==> src/rtl/pulse_stretcher_if.sv <==
`default_nettype none
// ============================================================================
//  Module      : pulse_stretcher_if
//  Description : Request/level bundle between a pulse source and the pulse
//                stretcher. The master raises requests and observes status.
//                The slave is the stretcher and drives the output level.
//  Revision    : 1.0 - initial release
// ============================================================================
interface pulse_stretcher_if #(
   parameter int PEND_W = 2
);
   logic              pulseInput;
   logic              signalOutput;
   logic              busy;
   logic [PEND_W-1:0] pendingCount;
   logic              overflow;

   modport master (
      output pulseInput,
      input  signalOutput,
      input  busy,
      input  pendingCount,
      input  overflow
   );

   modport slave (
      input  pulseInput,
      output signalOutput,
      output busy,
      output pendingCount,
      output overflow
   );
endinterface
`default_nettype wire

==> src/rtl/pulse_stretcher.sv <==
`default_nettype none
// ============================================================================
//  Module      : pulse_stretcher
//  Description : Turns single-cycle request pulses into a clean output level.
//                Each request gives HIGH_CYCLES high cycles, then at least
//                GAP_CYCLES low cycles. Requests that arrive while busy are
//                held in a saturating counter and replayed in order.
//  Revision    : 1.0 - initial release
// ============================================================================
module pulse_stretcher #(
   parameter int HIGH_CYCLES = 8,
   parameter int GAP_CYCLES  = 4,
   parameter int CNT_W       = 8,
   parameter int PEND_W      = 2
) (
   input  wire logic          Clk,
   input  wire logic          Reset,
   pulse_stretcher_if.slave   bus
);

   typedef enum logic [1:0] {
      IDLE   = 2'd0,
      ACTIVE = 2'd1,
      GAP    = 2'd2
   } state_t;

   // Timer reload values. The timer counts down to zero, so each phase
   // lasts (load + 1) cycles.
   localparam logic [CNT_W-1:0]  HIGH_LOAD = CNT_W'(HIGH_CYCLES - 1);
   localparam logic [CNT_W-1:0]  GAP_LOAD  = CNT_W'(GAP_CYCLES - 1);
   localparam logic [CNT_W-1:0]  CNT_ONE   = CNT_W'(1);
   localparam logic [PEND_W-1:0] PEND_ONE  = PEND_W'(1);
   localparam logic [PEND_W-1:0] PEND_MAX  = {PEND_W{1'b1}};

   state_t            state_q, state_d;
   logic [CNT_W-1:0]  timer_q, timer_d;
   logic [PEND_W-1:0] pend_q,  pend_d;
   logic              ovf_q,   ovf_d;
   logic              sig_q,   sig_d;
   logic              busy_q,  busy_d;

   // Set when the current request has to be queued, not started now.
   logic              enqueue;
   logic              timer_zero;
   logic              pend_nonzero;

   assign timer_zero   = (timer_q == '0);
   assign pend_nonzero = (pend_q != '0);

   // Next-state, timer and queue logic.
   always_comb begin
      state_d = state_q;
      timer_d = timer_q;
      pend_d  = pend_q;
      ovf_d   = 1'b0;
      enqueue = 1'b0;

      case (state_q)
         IDLE: begin
            if (bus.pulseInput) begin
               state_d = ACTIVE;
               timer_d = HIGH_LOAD;
            end
         end

         ACTIVE: begin
            enqueue = bus.pulseInput;
            if (!timer_zero) begin
               timer_d = timer_q - CNT_ONE;
            end else begin
               state_d = GAP;
               timer_d = GAP_LOAD;
            end
         end

         GAP: begin
            if (!timer_zero) begin
               timer_d = timer_q - CNT_ONE;
               enqueue = bus.pulseInput;
            end else if (pend_nonzero || bus.pulseInput) begin
               // Back-to-back start: one request is consumed here. A new
               // request arriving now replaces the consumed one, so the
               // count only drops when nothing arrives.
               state_d = ACTIVE;
               timer_d = HIGH_LOAD;
               if (pend_nonzero && !bus.pulseInput) begin
                  pend_d = pend_q - PEND_ONE;
               end
            end else begin
               state_d = IDLE;
            end
         end

         default: begin
            state_d = IDLE;
            timer_d = '0;
            pend_d  = '0;
         end
      endcase

      // Saturating queue: a request that finds the queue full is dropped
      // and flagged for one cycle.
      if (enqueue) begin
         if (pend_q != PEND_MAX) begin
            pend_d = pend_q + PEND_ONE;
         end else begin
            ovf_d = 1'b1;
         end
      end

      sig_d  = (state_d == ACTIVE);
      busy_d = (state_d != IDLE);
   end

   // State and output registers with synchronous active-low reset.
   always_ff @(posedge Clk) begin
      if (!Reset) begin
         state_q <= IDLE;
         timer_q <= '0;
         pend_q  <= '0;
         ovf_q   <= 1'b0;
         sig_q   <= 1'b0;
         busy_q  <= 1'b0;
      end else begin
         state_q <= state_d;
         timer_q <= timer_d;
         pend_q  <= pend_d;
         ovf_q   <= ovf_d;
         sig_q   <= sig_d;
         busy_q  <= busy_d;
      end
   end

   assign bus.signalOutput = sig_q;
   assign bus.busy         = busy_q;
   assign bus.pendingCount = pend_q;
   assign bus.overflow     = ovf_q;

endmodule
`default_nettype wire

==> src/flat_wrapper.sv <==
// flat-port wrapper written by rule: the top's interface ports become plain ports
module pulse_stretcher_flat 
#(
   parameter int HIGH_CYCLES = 8,
   parameter int GAP_CYCLES  = 4,
   parameter int CNT_W       = 8,
   parameter int PEND_W      = 2
)
  (Clk, Reset, bus_pulseInput, bus_signalOutput, bus_busy, bus_pendingCount, bus_overflow);
  pulse_stretcher_if #(.PEND_W(PEND_W)) bus_i ();
  input  wire logic Clk;
  input  wire logic Reset;
  input wire logic [$bits(bus_i.pulseInput)-1:0] bus_pulseInput;
  output wire logic [$bits(bus_i.signalOutput)-1:0] bus_signalOutput;
  output wire logic [$bits(bus_i.busy)-1:0] bus_busy;
  output wire logic [$bits(bus_i.pendingCount)-1:0] bus_pendingCount;
  output wire logic [$bits(bus_i.overflow)-1:0] bus_overflow;
  assign bus_i.pulseInput = bus_pulseInput;
  assign bus_signalOutput = bus_i.signalOutput;
  assign bus_busy = bus_i.busy;
  assign bus_pendingCount = bus_i.pendingCount;
  assign bus_overflow = bus_i.overflow;
  pulse_stretcher #(.HIGH_CYCLES(HIGH_CYCLES), .GAP_CYCLES(GAP_CYCLES), .CNT_W(CNT_W), .PEND_W(PEND_W)) u_core (.Clk(Clk), .Reset(Reset), .bus(bus_i));
endmodule
==> config.mk <==
export PLATFORM = sky130hd
export DESIGN_NAME = pulse_stretcher_flat
export DESIGN_NICKNAME = d
export VERILOG_FILES = /design/src/rtl/pulse_stretcher_if.sv /design/src/rtl/pulse_stretcher.sv /design/src/flat_wrapper.sv
export SDC_FILE = /design/constraint.sdc
export NUM_CORES = 1
export LEC_CHECK = 0
export CAP_MARGIN = 20
export CORE_UTILIZATION = 40
export CTS_CLUSTER_DIAMETER = 40
export DETAILED_ROUTE_END_ITERATION = 8
export SLEW_MARGIN = 20
export SYNTH_ARGS = -nofsm -noshare
export SYNTH_HDL_FRONTEND = slang
export SYNTH_SLANG_ARGS = --single-unit
==> constraint.sdc <==
create_clock -name Clk -period 1.7 [get_ports Clk]
set_input_delay 0.255 -clock Clk [delete_from_list [all_inputs] [get_ports Clk]]
set_output_delay 0.255 -clock Clk [all_outputs]
set_load 0.02 [all_outputs]
==> results_dict.tcl, run 1 <==
set metrics [dict create \
    crit_arrival_ns 1.96 \
    period_share_pct 104.9 \
    required_ns 1.88 \
    hold_viol_final 0 \
    tightest_slew_ns 0.3408 \
    core_area_sq_um 2455 \
    dpl_worst_slack_ns -0.1665 \
    layout-drive-gt1-share_pct 53.29 \
    cts_root_buf "clkbuf_4" \
    synth_top_area_share_pct 29.13 \
    hpwl_um 2095 \
    status "finished, violations left" \
    setup_viol_count_final 13 \
    grt_pass1_wl_um 4374 \
    min_path_type "reg -> reg" \
    n_antenna_cell 0 \
    start_kind "flip-flop" \
    synth_edf_count 0 \
    drt_iter0_drc 29 \
    synth_area_leaders "dfxtp_1, ha_1, nor2_1, nor4_4, nor3_1" \
    period_needed_ns 1.783 \
    viasPerCell 5.305 \
    initial_core_util_pct 42.00 \
    synth_cell_type_count 47 \
    clkSinkCount 15 \
    syn-cell-area_sq_um 1031 \
    violations "negative setup slack" \
    finalPower_mw 1.677 \
    port_buffers 7 \
    skew_ns 0.002894 \
    ir_drop_mv 0.6445 \
    power_density_nw_per_um2 1022 \
    synthFlopType "dfxtp_1" \
    globalplace.congestion 0.8134 \
    fin_nets 179 \
    area_growth_pct 59.22 \
    ctsHoldBuffers 0 \
    drv_slew 0 \
    grt-ovfl-total 0 \
    htreeDepth 1 \
    drt-total-wl_um 2898 \
    antenna_found_initial 0 \
    criticalPathCategory "reg -> reg" \
    ys_ff_latch 15 \
    fillers 201 \
    die_y_um 52.77 \
    placed_cells_incl_taps 184 \
    end_kind "flip-flop" \
    synthArstFlopShare_pct 0 \
    synth_nets 127 \
    chipWidth_um 52.77 \
    p_sw_uw 650.5 \
    maxSlewHeadroom_pct 77.20 \
    power.internal_mw 1.026 \
    syn_inst 116 \
    cellLeakagePower_nw 0.6611 \
    dr.pass1.iters 4 \
    ys_seq_area_share_pct 29.13 \
    insertion_delay_ns 0.29 \
    yosysTopAreaCell "dfxtp_1" \
    seqPwrFrac_pct 26.6 \
    cp_max_fo 5 \
    vias 1045 \
    synth.avg_cell_area_sq_um 8.888 \
    die_area_sq_um 2785 \
    yosysMostFrequentCell "dfxtp_1" \
    track_usage_pct 21.86 \
    drcViolationCount 0 \
    synth_common_cells "dfxtp_1, nor2_1, ha_1, inv_1" \
    antenna_left 0 \
    wl_per_cell_um 14.71 \
    power_frac_comb_pct 60.7 \
    clockBufferDepth 2 \
    maxCapViolCount 0 \
    first_global_vias 942 \
    max_freq_mhz 560.7 \
    final_cells 197 \
    worst_slack_ns -0.08341 \
    numCtsBuffers 3 \
    pin_count 8 \
    rsz0062_at_grt "true" \
    power_frac_clock_pct 12.7 \
    switching_share_pct 38.79 \
    cts_tree "yes" \
    synth_warnings 0 \
    placementRows 18 \
    path_clk_slew_ns 0.09 \
    grt_max_degree 10 \
]
[power by group through the flow]
stage / registers, mW / logic (mW) / clock network [mW]
floorplan: 0.472 / 0.461 / 0
global placement: 0.446 / 0.805 / 0
detailed placement: 0.448 / 0.814 / 0
CTS: 0.448 / 0.903 / 0.218
global route: 0.454 / 1.10 / 0.233
finish: 0.447 / 1.02 / 0.213
[per-stage QoR]
stage | hold slack [ns] | area, sq um | utilization [%] | TNS, ns
after floorplan | 0.3719 | 1050 | - | -0.3445
after global placement | 0.5374 | 1405 | 57.24 | -1.615
after detailed placement | 0.5413 | 1405 | 57.24 | -1.578
after CTS | 0.5847 | 1538 | 62.64 | -0.6034
after global routing | 0.6114 | 1642 | 66.87 | -1.640
final | 0.5853 | 1642 | 66.87 | -0.6774
[flip-flops by register name, summed over array words and instances (netlist names)]
register,flops
u_core.bus.overflow,1
u_core.state_q,2
u_core.timer_q,8
u_core.bus.signalOutput,1
u_core.bus.busy,1
u_core.bus.pendingCount,2
[logic make-up after synthesis]
logic type | count (synthesis) | share of synthesized area [%]
AOI/OAI and AO/OA | 31 | 24.15
muxes | 1 | 0.9709
xor gates and xnor gates | 3 | 2.549
adders and majority gates | 8 | 9.709
buffers and inverters | 13 | 4.976
DFF | 15 | 29.13
and+or+nand+nor | 45 | 28.52
[metal layers]
metal / vias to the layer above / wire length (um) / GRT usage [%]
met1: 498 / 1426 / 30.81
met5: - / 0 / 0
met3: 2 / 74 / 2.609
li1: 528 / - / -
met4: 0 / 19 / 5.263
met2: 17 / 1377 / 34.81
[worst max-delay path, stage by stage (launching register included)]
cell and delay, ns:
dfxtp_4 0.37, or4_4 0.57, nor4_4 0.29, buf_4 0.18, nor2_4 0.05, o311ai_1 0.09, o22ai_2 0.11
[final cells by class]
class                   instances  area [sq um]  share of cell area (%)
clock inverters                 1         5.005                  0.3049
multi-input cells              88         809.5                   49.31
well taps                      30         37.54                   2.287
flip-flops and latches         15         310.3                   18.90
clock buffers                   3         22.52                   1.372
repair buffers                 52         426.7                   25.99
inverters                       8         30.03                   1.829
[final timing paths]
kind                          start           endpoint  slack [ns]  depth (start not counted)
setup / recovery  u_core.timer_q[5]  u_core.timer_q[2]       -0.08                          6
hold / removal    u_core.timer_q[6]  u_core.timer_q[6]        0.59                          2
setup reg to reg  u_core.timer_q[5]  u_core.timer_q[2]       -0.08                          6
hold reg to reg   u_core.timer_q[6]  u_core.timer_q[6]        0.59                          2
[placed cells by master (no fill, tap or decap), types with 2 or more instances in the layout]
cell type	n
xor2_1	2
o311ai_1	2
clkbuf_4	3
nor4_4	2
buf_6	5
clkdlybuf4s50_1	7
a211oi_1	2
nor2_4	2
ha_4	3
nor2_1	11
dfxtp_2	5
inv_2	4
dfxtp_1	9
nor3_2	3
nand3_1	2
ha_1	4
inv_1	4
nor3_1	3
o21ai_0	3
o21ai_2	2
buf_4	40
o21a_1	2
o21ai_1	2
a21oi_1	3
nand2_1	6
[repair_timing]
item	in CTS	in global routing
pin swaps	11	9
setup endpoints to repair	13	13
resized for setup	17	17
setup buffers	7	3
Power figures use the tool's default switching activity.
==> inputs of run 2 (changes only) <==
--- a/config.mk
+++ b/config.mk
@@ -5,7 +5,7 @@
 export SDC_FILE = /design/constraint.sdc
 export NUM_CORES = 1
 export LEC_CHECK = 0
-export CAP_MARGIN = 20
+export CAP_MARGIN = 25
 export CORE_UTILIZATION = 40
 export CTS_CLUSTER_DIAMETER = 40
 export DETAILED_ROUTE_END_ITERATION = 8
==> results of run 2 <==
Final layout, timing and power as in run 1 (identical DEF).
==> inputs of run 3 (changes only) <==
--- a/config.mk
+++ b/config.mk
@@ -7,8 +7,10 @@
 export LEC_CHECK = 0
 export CAP_MARGIN = 25
 export CORE_UTILIZATION = 40
+export CTS_BUF_LIST = sky130_fd_sc_hd__clkbuf_2 sky130_fd_sc_hd__clkbuf_4 sky130_fd_sc_hd__clkbuf_8
 export CTS_CLUSTER_DIAMETER = 40
 export DETAILED_ROUTE_END_ITERATION = 8
+export DONT_BUFFER_PORTS = 1
 export SLEW_MARGIN = 20
 export SYNTH_ARGS = -nofsm -noshare
 export SYNTH_HDL_FRONTEND = slang
==> run 3 against run 2 <==
The run still ends with negative setup slack left; die area did not move; first-iteration DRC count fell by 76%; non-clock buffer count fell by 23; design area fell by 14%; count of clock-buffer cells in the layout rose by 1; global-route usage rose by 0.40 points; fmax rose by 0.43%; sequential share of layout area rose by 2.9 points; clock power rose by 12%; flip-flop and latch count did not move; sequential power rose by 4.5%; combinational power fell by 15%; highest routed layer unchanged.
==> results_dict.tcl, run 3 (synthesis gave the netlist of run 1 again) <==
set metrics [dict create \
    setup_tns_ns -0.4214 \
    worst_slack_ns -0.07580 \
    layout-drive-gt1-share_pct 48.61 \
    numCtsBuffers 3 \
    drt-total-wl_um 2695 \
    setup_viol_count_final 9 \
    min_path_type "in -> reg" \
    criticalPathCategory "reg -> reg" \
    fillers 222 \
    path_clk_slew_ns 0.10 \
    vias 987 \
    wl_per_cell_um 15.49 \
    cp_max_fo 4 \
    die_area_sq_um 2785 \
    chipWidth_um 52.77 \
    period_share_pct 104.5 \
    required_ns 1.92 \
    status "finished, violations left" \
    clkSinkCount 15 \
    grt_pass1_wl_um 4333 \
    whs_endpoint "u_core.timer_q[1]" \
    multi_input_area_sq_um 792.0 \
    ir_drop_mv 0.6728 \
    design_area_sq_um 1416 \
    rsz0062_at_grt "true" \
    skew_ns 0.003001 \
    cts_root_buf "clkbuf_4" \
    cts_tree "yes" \
    reg2regPathDepth 5 \
    hold_viol_final 0 \
    crit_chain "or4_4 -> nor4_4 -> buf_4 -> o21ai_2 -> a21oi_1" \
    slowest_stage "or4_4" \
    clockBufferDepth 2 \
    track_usage_pct 22.26 \
    drv_slew 0 \
    cp_slowest_stage_delay_ns 0.57 \
    period_needed_ns 1.776 \
    seq_area_sq_um 309.0 \
    n_antenna_cell 0 \
    viasPerCell 5.672 \
    drt_iter0_drc 7 \
    dr.pass1.iters 4 \
    maxSlewHeadroom_pct 78.42 \
    area_growth_pct 37.38 \
    regMostFlops "u_core.timer_q" \
    r2r_setup_slack_ns -0.08 \
    end_kind "flip-flop" \
    final_cell_mix "buf_4, nor2_1, dfxtp_1" \
    die_y_um 52.77 \
    violations "negative setup slack" \
    core_area_sq_um 2455 \
    drcViolationCount 0 \
    placementRows 18 \
    crit-reg2reg-launch "u_core.timer_q[5]" \
    start_kind "flip-flop" \
    fin_nets 156 \
    pin_count 8 \
    port_buffers 0 \
    grt_max_degree 10 \
    ctsHoldBuffers 0 \
    holdWs_ns 0.06616 \
    maxCapViolCount 0 \
    grt-ovfl-total 0 \
    tightest_slew_ns 0.3187 \
    cellLeakagePower_nw 0.5505 \
    r2r-end "u_core.timer_q[0]" \
    insertion_delay_ns 0.30 \
    hold_start "Reset" \
    power_density_nw_per_um2 1107 \
    hpwl_um 2027 \
    largest_reg_flops 8 \
    first_global_vias 905 \
    mostFrequentLayoutCell "buf_4" \
    globalplace.congestion 0.7854 \
    htreeDepth 1 \
    antenna_found_initial 0 \
    crit_arrival_ns 2.00 \
    initial_core_util_pct 42.00 \
    antenna_left 0 \
    dpl_cell_area_sq_um 1267 \
    max_freq_mhz 563.1 \
    min_path_cells 1 \
]
==> run 3: cell count changes in the layout (fill, tap and decap cells not counted), moves of 2 or more <==
| cell | before | now |
|---|---|---|
| buf_6 | 5 | 0 |
| buf_4 | 40 | 29 |
| clkdlybuf4s50_1 | 7 | 0 |
| inv_2 | 4 | 2 |
| inv_1 | 4 | 6 |
| nor3_2 | 3 | 1 |
==> run 3: cell type report <==
class / instances / share of cell area [%]
multi-input combinational: 88 / 55.92
sequential: 15 / 21.82
timing repair buffer: 29 / 15.37
tap: 30 / 2.650
clock buffer: 4 / 2.120
inverter: 8 / 2.120
==> run 3: worst max-delay path by stage <==
stage                       from           endpoint  slack, ns  cells past startpoint
2_1_floorplan  u_core.timer_q[5]  u_core.timer_q[2]      -0.09                      5
3_3_place_gp   u_core.timer_q[0]    u_core.bus.busy      -0.12                      7
3_5_place_dp   u_core.timer_q[0]    u_core.bus.busy      -0.14                      7
4_1_cts        u_core.timer_q[1]    u_core.bus.busy      -0.07                      7
5_1_grt        u_core.timer_q[5]  u_core.timer_q[0]      -0.15                      5
6_report       u_core.timer_q[5]  u_core.timer_q[0]      -0.08                      5
==> run 3: what timing repair did <==
action	4_1_cts	5_1_grt
resized for setup	14	11
pin swaps	12	10
endpoints found under the setup margin	13	13
setup buffers	1	1
gates cloned	0	0
==> run 3: report_power, final <==
part           switching [mW]  internal [mW]  total (mW)
Sequential             0.0632          0.404       0.467
Combinational           0.430          0.433       0.863
Clock                   0.131          0.107       0.238
==> run 3: worst max-delay path, delay by kind of cell, from the launching register on <==
kind | cells | cell delay (ns)
AOI/OAI and AO/OA | 2 | 0.19
buffers and inverters | 1 | 0.20
DFF | 1 | 0.37
and+or+nand+nor | 2 | 0.94
==> run 3: per-stage QoR <==
stage	cells	utilization [%]	setup slack [ns]	power, mW
finish	174	57.70	-0.07580	1.568
floorplan	116	-	-0.09155	0.9334
CTS	173	55.35	-0.07437	1.512
global route	174	57.70	-0.1540	1.662
detailed placement	168	51.63	-0.1355	1.210
global placement	168	51.63	-0.1205	1.201
==> run 3: layer usage <==
| metal | track usage (%) | wire, um | up-vias |
|---|---|---|---|
| met5 | 0 | 0 | - |
| met2 | 36.29 | 1310 | 10 |
| met1 | 28.20 | 1271 | 487 |
| met4 | 6.579 | 32 | 0 |
| met3 | 6.087 | 81 | 5 |
| li1 | - | - | 485 |
